## src/rtl/latch_write_arbiter.sv

```systemverilog
// Purpose: arbitrates NREQ writers onto one shared level-sensitive latch and sequences its gate (setup/open/hold).
// Latency: grant edge E -> latch_d valid at E+1, gate high E+2..E+1+OPEN_CYCLES, ack at E+2+OPEN_CYCLES.
// Backpressure: req is a held level; a request waits in IDLE until granted, one write in flight at a time.
// Optional feature: define LATCH_ARB_RR_EN for round-robin arbitration; otherwise fixed priority (lowest index wins).
module latch_write_arbiter #(
  parameter int NREQ        = 4,
  parameter int WIDTH       = 8,
  parameter int OPEN_CYCLES = 1
) (
  input  logic                     clock,
  input  logic                     reset_n,
  input  logic [NREQ-1:0]          req,
  input  logic [NREQ*WIDTH-1:0]    wdata,
  input  logic [WIDTH-1:0]         latch_q,
  output logic [WIDTH-1:0]         latch_d,
  output logic                     latch_en,
  output logic [NREQ-1:0]          ack,
  output logic [$clog2(NREQ)-1:0]  grant_id,
  output logic                     busy,
  output logic                     err
);

  localparam int IDW = $clog2(NREQ);
  localparam int CW  = $clog2(OPEN_CYCLES + 1);

  typedef enum logic [1:0] {
    IDLE  = 2'd0,
    SETUP = 2'd1,
    OPEN  = 2'd2,
    HOLD  = 2'd3
  } state_t;

  state_t          state;
  logic [CW-1:0]   open_cnt;
  logic [IDW-1:0]  win;

`ifdef LATCH_ARB_RR_EN
  // Last granted requester; the search for the next winner starts just after it.
  logic [IDW-1:0]  rr_ptr;

  // Round-robin winner: first requester found scanning upward from rr_ptr+1, wrapping at NREQ.
  always_comb begin
    int              idx;
    logic [NREQ-1:0] sh;
    logic            found;
    idx   = 0;
    sh    = '0;
    found = 1'b0;
    win   = '0;
    for (int k = 1; k <= NREQ; k++) begin
      idx = int'(rr_ptr) + k;
      if (idx >= NREQ) idx = idx - NREQ;
      sh = req >> idx;
      if (!found && sh[0]) begin
        found = 1'b1;
        win   = IDW'(idx);
      end
    end
  end
`else
  // Fixed-priority winner: scanning downward lets the lowest set index overwrite the others.
  always_comb begin
    logic [NREQ-1:0] sh;
    sh  = '0;
    win = '0;
    for (int i = NREQ - 1; i >= 0; i--) begin
      sh = req >> i;
      if (sh[0]) win = IDW'(i);
    end
  end
`endif

  // Gate sequencer: every output is a register so nothing glitches onto the latch gate or data.
  always_ff @(posedge clock or negedge reset_n) begin
    if (!reset_n) begin
      state    <= IDLE;
      open_cnt <= '0;
      latch_d  <= '0;
      latch_en <= 1'b0;
      ack      <= '0;
      grant_id <= '0;
      busy     <= 1'b0;
      err      <= 1'b0;
`ifdef LATCH_ARB_RR_EN
      rr_ptr   <= IDW'(NREQ - 1);
`endif
    end else begin
      ack <= '0;
      case (state)
        IDLE: begin
          // req and wdata are captured only here; later changes cannot disturb the write.
          if (|req) begin
            grant_id <= win;
            latch_d  <= WIDTH'(wdata >> (int'(win) * WIDTH));
            busy     <= 1'b1;
            state    <= SETUP;
`ifdef LATCH_ARB_RR_EN
            rr_ptr   <= win;
`endif
          end
        end
        SETUP: begin
          // latch_d has had a full cycle to settle before the gate opens.
          latch_en <= 1'b1;
          open_cnt <= CW'(OPEN_CYCLES - 1);
          state    <= OPEN;
        end
        OPEN: begin
          if (open_cnt == '0) begin
            latch_en <= 1'b0;
            ack      <= NREQ'(1) << grant_id;
            state    <= HOLD;
          end else begin
            open_cnt <= open_cnt - CW'(1);
          end
        end
        HOLD: begin
          // Gate is closed and data still held, so the read-back is stable here.
          if (latch_q != latch_d) err <= 1'b1;
          busy  <= 1'b0;
          state <= IDLE;
        end
        default: state <= IDLE;
      endcase
    end
  end

endmodule

```

## config.mk

```make
export PLATFORM = sky130hd
export DESIGN_NAME = latch_write_arbiter
export DESIGN_NICKNAME = d
export VERILOG_FILES = /design/src/rtl/latch_write_arbiter.sv
export SDC_FILE = /design/constraint.sdc
export NUM_CORES = 1
export LEC_CHECK = 0
export ABC_AREA = 1
export CORE_ASPECT_RATIO = 0.7
export CORE_MARGIN = 3
export CORE_UTILIZATION = 44
export CTS_CLUSTER_DIAMETER = 80
export DETAILED_ROUTE_END_ITERATION = 10
export GPL_TIMING_DRIVEN = 0
export PLACE_DENSITY = 0.85
export SLEW_MARGIN = 30
export SYNTH_ARGS = -nofsm -noshare
export SYNTH_HDL_FRONTEND = slang
export SYNTH_SLANG_ARGS = --single-unit
```

## constraint.sdc

```tcl
create_clock -name clock -period 2.1 [get_ports clock]
set_clock_uncertainty 0.2 [all_clocks]
set_input_delay 0.21 -clock clock [delete_from_list [all_inputs] [get_ports clock]]
set_output_delay 0.21 -clock clock [all_outputs]
set_load 0.05 [all_outputs]
```

* Word level (Yosys, flattened, before mapping)
Index checks and enable logic that the tools add are counted.
** Word-level totals
- Flip-flop bits (word level) :: 20
- Latch bits :: 0
- RAM bits :: 0
- Memory bits (read-only) :: 0
- Output and inout bits :: 17
- Memories :: 0
** Operators by class
- Add/sub/neg operators :: 1
- Multiply operators :: 0
- Div/mod/pow operators :: 0
- Magnitude comparators :: 0
- Equality and inequality tests :: 6
- Shift operators :: 2
- Multiplexer cells :: 15
- Bitwise operators :: 0
- Reductions and logical operators :: 9
** Operator list (number)
- $shr A32 B5 Y8 :: 1
- $mux W2 :: 6
- $reduce_and A2 Y1 :: 5
- $mux W4 :: 2
- $ne A8 B8 Y1 :: 1
- $pmux W2 S4 :: 1
- $pmux W1 S2 :: 3
- $eq A2 B2 Y1 const B :: 2
- $ne A2 B2 Y1 const B :: 2
- $reduce_bool A2 Y1 :: 2
- $reduce_or A4 Y1 :: 1
- $shl A1 B2 Y4 const A :: 1
- $mux W1 :: 3
- $eq A2 B1 Y1 const B :: 1
- $logic_not A2 Y1 :: 1
- $sub A1 B1 Y1 const B :: 1

* Logic depth before layout (Yosys ltp)
- Word-level depth :: 5
- Mapped depth :: 10
- Depth with buffers taken out :: 9

* Worst setup path before layout
OpenSTA, ideal clock, no wires.
- Path type :: register -> register
- Start point :: register latch_d[2]
- End point :: register err
- Library setup time :: 66 ps
- Data arrival time :: 1224 ps
- Path slack :: 610 ps
- Stages on the path, launching flop included :: 8
- Path through :: dfrtp_1 -> inv_1 -> or2_2 -> nand3_1 -> nor2_1 -> nand2_1 -> nand2_1 -> nand2_1
** Between the ends
- Longest elaborated chain between the ends :: 2
** RTL lines
- start, declared :: line 15 : output logic [WIDTH-1:0] latch_d,
- start signal, assigned :: line 94 : latch_d <= WIDTH'(wdata >> (int'(win) * WIDTH));
- $ne A8 B8 Y1 :: line 119 : if (latch_q != latch_d) err <= 1'b1;
- $reduce_and A2 Y1 (no line)
- end signal, assigned :: line 83 : err <= 1'b0;
- end signal, assigned :: line 119
- end, declared :: line 20 : output logic err
Every way passes these cells.
A chain may end at the register's enable or synchronous reset.

* Worst setup path in the final report
- Start point :: register latch_d[0]
- End point :: output latch_d[0]
No word-level cell between the ends.

==> run_results.csv <==
group,metric,value,unit
setup_path,crit_type,"register to primary output",
die,fp-row-count,15,
power,p_leak,1.06,nW
logic_synthesis,yosys_warnings,0,
setup_path,cp-end-kind,"primary output",
die,dieWidth,71.6,um
setup_path,critPathLaunch,"latch_d[0]$_DFFE_PN0P_",
logic_synthesis,synth_cell_types,20,
grt,grt_pass1_wl,5520,um
placement,port_buffers,62,
setup_path,path_max_fanout,3,
route,drt-initial-drc-count,64,
die,initial_core_util,49.8,%
cells_and_area,nNetsFinal,312,
route,viasPerCell,4.63,
route,ant_nets,0,
cts,cts_buffer_depth,2,
placement,place_congestion,0.857,
run_status,status,"complete, no violations",
cells_and_area,syn_to_final_growth,53.5,%
cells_and_area,diodes,0,
die,dieArea,3720,sq um
sta,rsz0062_at_grt,"false",
cts,ctsRootBufferMaster,"clkbuf_8",
cts,cts_tree,"yes",
cells_and_area,most-common-layout-cells,"clkdlybuf4s50_1 (62), nand2_1 (52), inv_1 (41), nand3_1 (34), dfrtp_1 (19)",
placement,hpwlAfterDp,2700,um
die,die_h,51.9,um
cts,cts_setup_buffers,0,
route,drc,0,
sta,final-hold-violation-count,0,
cts,cts_buffers,3,
sta,relSlewSlack,45.0,%
logic_synthesis,syn_avg_cell_area,6.80,sq um
setup_path,r2r_slack,0.46,ns
die,core-area,2670,sq um
cts,clkLatencyLatePin,0.25,ns
grt,grt_pass1_vias,1206,
sta,final.setup.tns,0,ns
die,ios,63,
sta,max_freq,0.525,GHz
setup_path,cp_data_required_time,1.69,ns
grt,grt.overflow.total,0,
setup_path,cp_cell_sequence,"clkdlybuf4s50_1",
setup_path,r2r-end,"latch_d[5]$_DFFE_PN0P_",
logic_synthesis,synth_top_area_cell,"dfrtp_1",
logic_synthesis,seq_area_frac_synth,35.8,%
logic_synthesis,ys_seq_elements,19,
job,cap_violations,0,
sta,worst_slew_pin_slew,0.822,ns
setup_path,worst_path_max_delay_cell,"clkdlybuf4s50_1",
logic_synthesis,synth_nets,245,
grt,grt_max_degree,20,
setup_path,reg2regPathDepth,7,
route,vias,1366,
setup_path,crit_path_end,"latch_d[0]",
cts,cts_sinks,19,
logic_synthesis,synth_area_leaders,"dfrtp_1 (36%), nand2_1 (15%), nand3_1 (13%)",
logic_synthesis,syn_inst,195,
logic_synthesis,syn_area,1330,sq um
route,wirelength,3290,um
setup_path,worst-path-stages,1,
cts,cts_resized,0,
setup_path,cp_top_family,"buffers and inverters",
route,wl_per_cell,11.2,um
setup_path,critical_path.max_stage_delay,0.83,ns
cells_and_area,fin_util,76.4,%
sta,fin_crit,1.91,ns
logic_synthesis,synth.top_cell.area_share,35.8,%
setup_path,worst-path-buf-inv,1,
cts,h-tree-depth,1,
grt,antenna_found_initial,0,
sta,setup_viol_count_final,0,
setup_path,arrival,1.50,ns
sta,slew_violations,0,
power,power_density,1120,nW/um^2
sta,final.period_utilization,90.8,%
power,ir_worst_vdd,0.425,mV
route,firstDrtPassIters,4,
grt,grt_usage,18.7,%
min_path,min_path_type,"input port to asynchronous set/reset pin",
setup_path,start_kind,"register",
setup_path,reg2reg_from,"state[0]$_DFFE_PN0P_",
cells_and_area,layout_commonest_cell,"clkdlybuf4s50_1",
cells_and_area,drive_above_1_share,9.96,%
cts,hold_buffers,0,
cts,cts.clk_slew.worst_paths,0.07,ns
-- where the power goes --
| group | internal, mW | switching (mW) | leakage (nW) |
|---|---|---|---|
| sequential | 0.518 | 0.129 | 0.234 |
| clock | 0.132 | 0.122 | 0.0255 |
| combinational | 0.507 | 0.865 | 0.805 |
| total | 1.16 | 1.12 | 1.06 |
-- cells in the mapped netlist --
cell,instances
nand2_1,52
inv_1,41
nand3_1,34
dfrtp_1,19
nand2_2,8
xnor2_1,7
inv_2,5
ha_1,4
nor2_1,4
nor3_1,4
o21ai_0,3
o21ai_1,3
a21oi_1,2
buf_2,2
nand2_4,2
buf_4,1
buf_8,1
nor2_2,1
o21ai_2,1
or2_2,1
-- stage by stage --
stage	total power, mW	hold slack, ns	cell area, sq um	worst slack [ns]	instances
6_report	2.27	0.221	2040	0.194	295
5_1_grt	2.43	0.297	2040	0.166	295
4_1_cts	2.28	0.253	2040	0.193	295
3_5_place_dp	2.02	0.285	1990	0.223	291
3_3_place_gp	1.98	0.251	1990	0.212	291
2_1_floorplan	1.54	-0.286	1330	0.610	195
-- cells by family (layout without fill, tap and decap cells) --
family | after synthesis | in the layout | synth area share, %
xor gates and xnor gates | 7 | 7 | 4.62
and+or+nand+nor | 106 | 106 | 36.6
DFF | 19 | 19 | 35.8
buffers and inverters | 50 | 116 | 15.5
adders and majority gates | 4 | 4 | 3.77
AOI/OAI and AO/OA | 9 | 9 | 3.68
-- area by class of cell --
class	instances	area (sq um)
well taps	34	42.5
clock inverters	1	5.00
multi-input cells	126	646
flip-flops and latches	19	475
repair buffers	62	621
clock buffers	3	41.3
plain buffers	4	32.5
fillers	212	629
inverters	46	173
-- routing by layer --
layer  track usage [%]  part of all wire (%)  up-vias
met3              4.63                   9.7        4
met2              27.3                    41       55
met5                 0                     0        -
met1              27.3                    48      586
met4              5.00                   1.3        0
li1                  -                     -      721
-- registers in the layout, summed over array words and instances (netlist names) --
name      cells
err           1
state         2
ack           4
latch_en      1
busy          1
grant_id      2
latch_d       8
-- worst min path at each step --
stage	startpoint	cells past startpoint	slack, ns	end
floorplan	reset_n	0	-0.29	ack[0]$_DFF_PN0_
global placement	err$_DFFE_PN0P_	2	0.25	err$_DFFE_PN0P_
detailed placement	busy$_DFFE_PN0P_	2	0.28	busy$_DFFE_PN0P_
CTS	reset_n	1	0.25	ack[1]$_DFF_PN0_
global route	reset_n	1	0.30	ack[1]$_DFF_PN0_
finish	reset_n	1	0.22	ack[1]$_DFF_PN0_
Power figures use the tool's default switching activity.
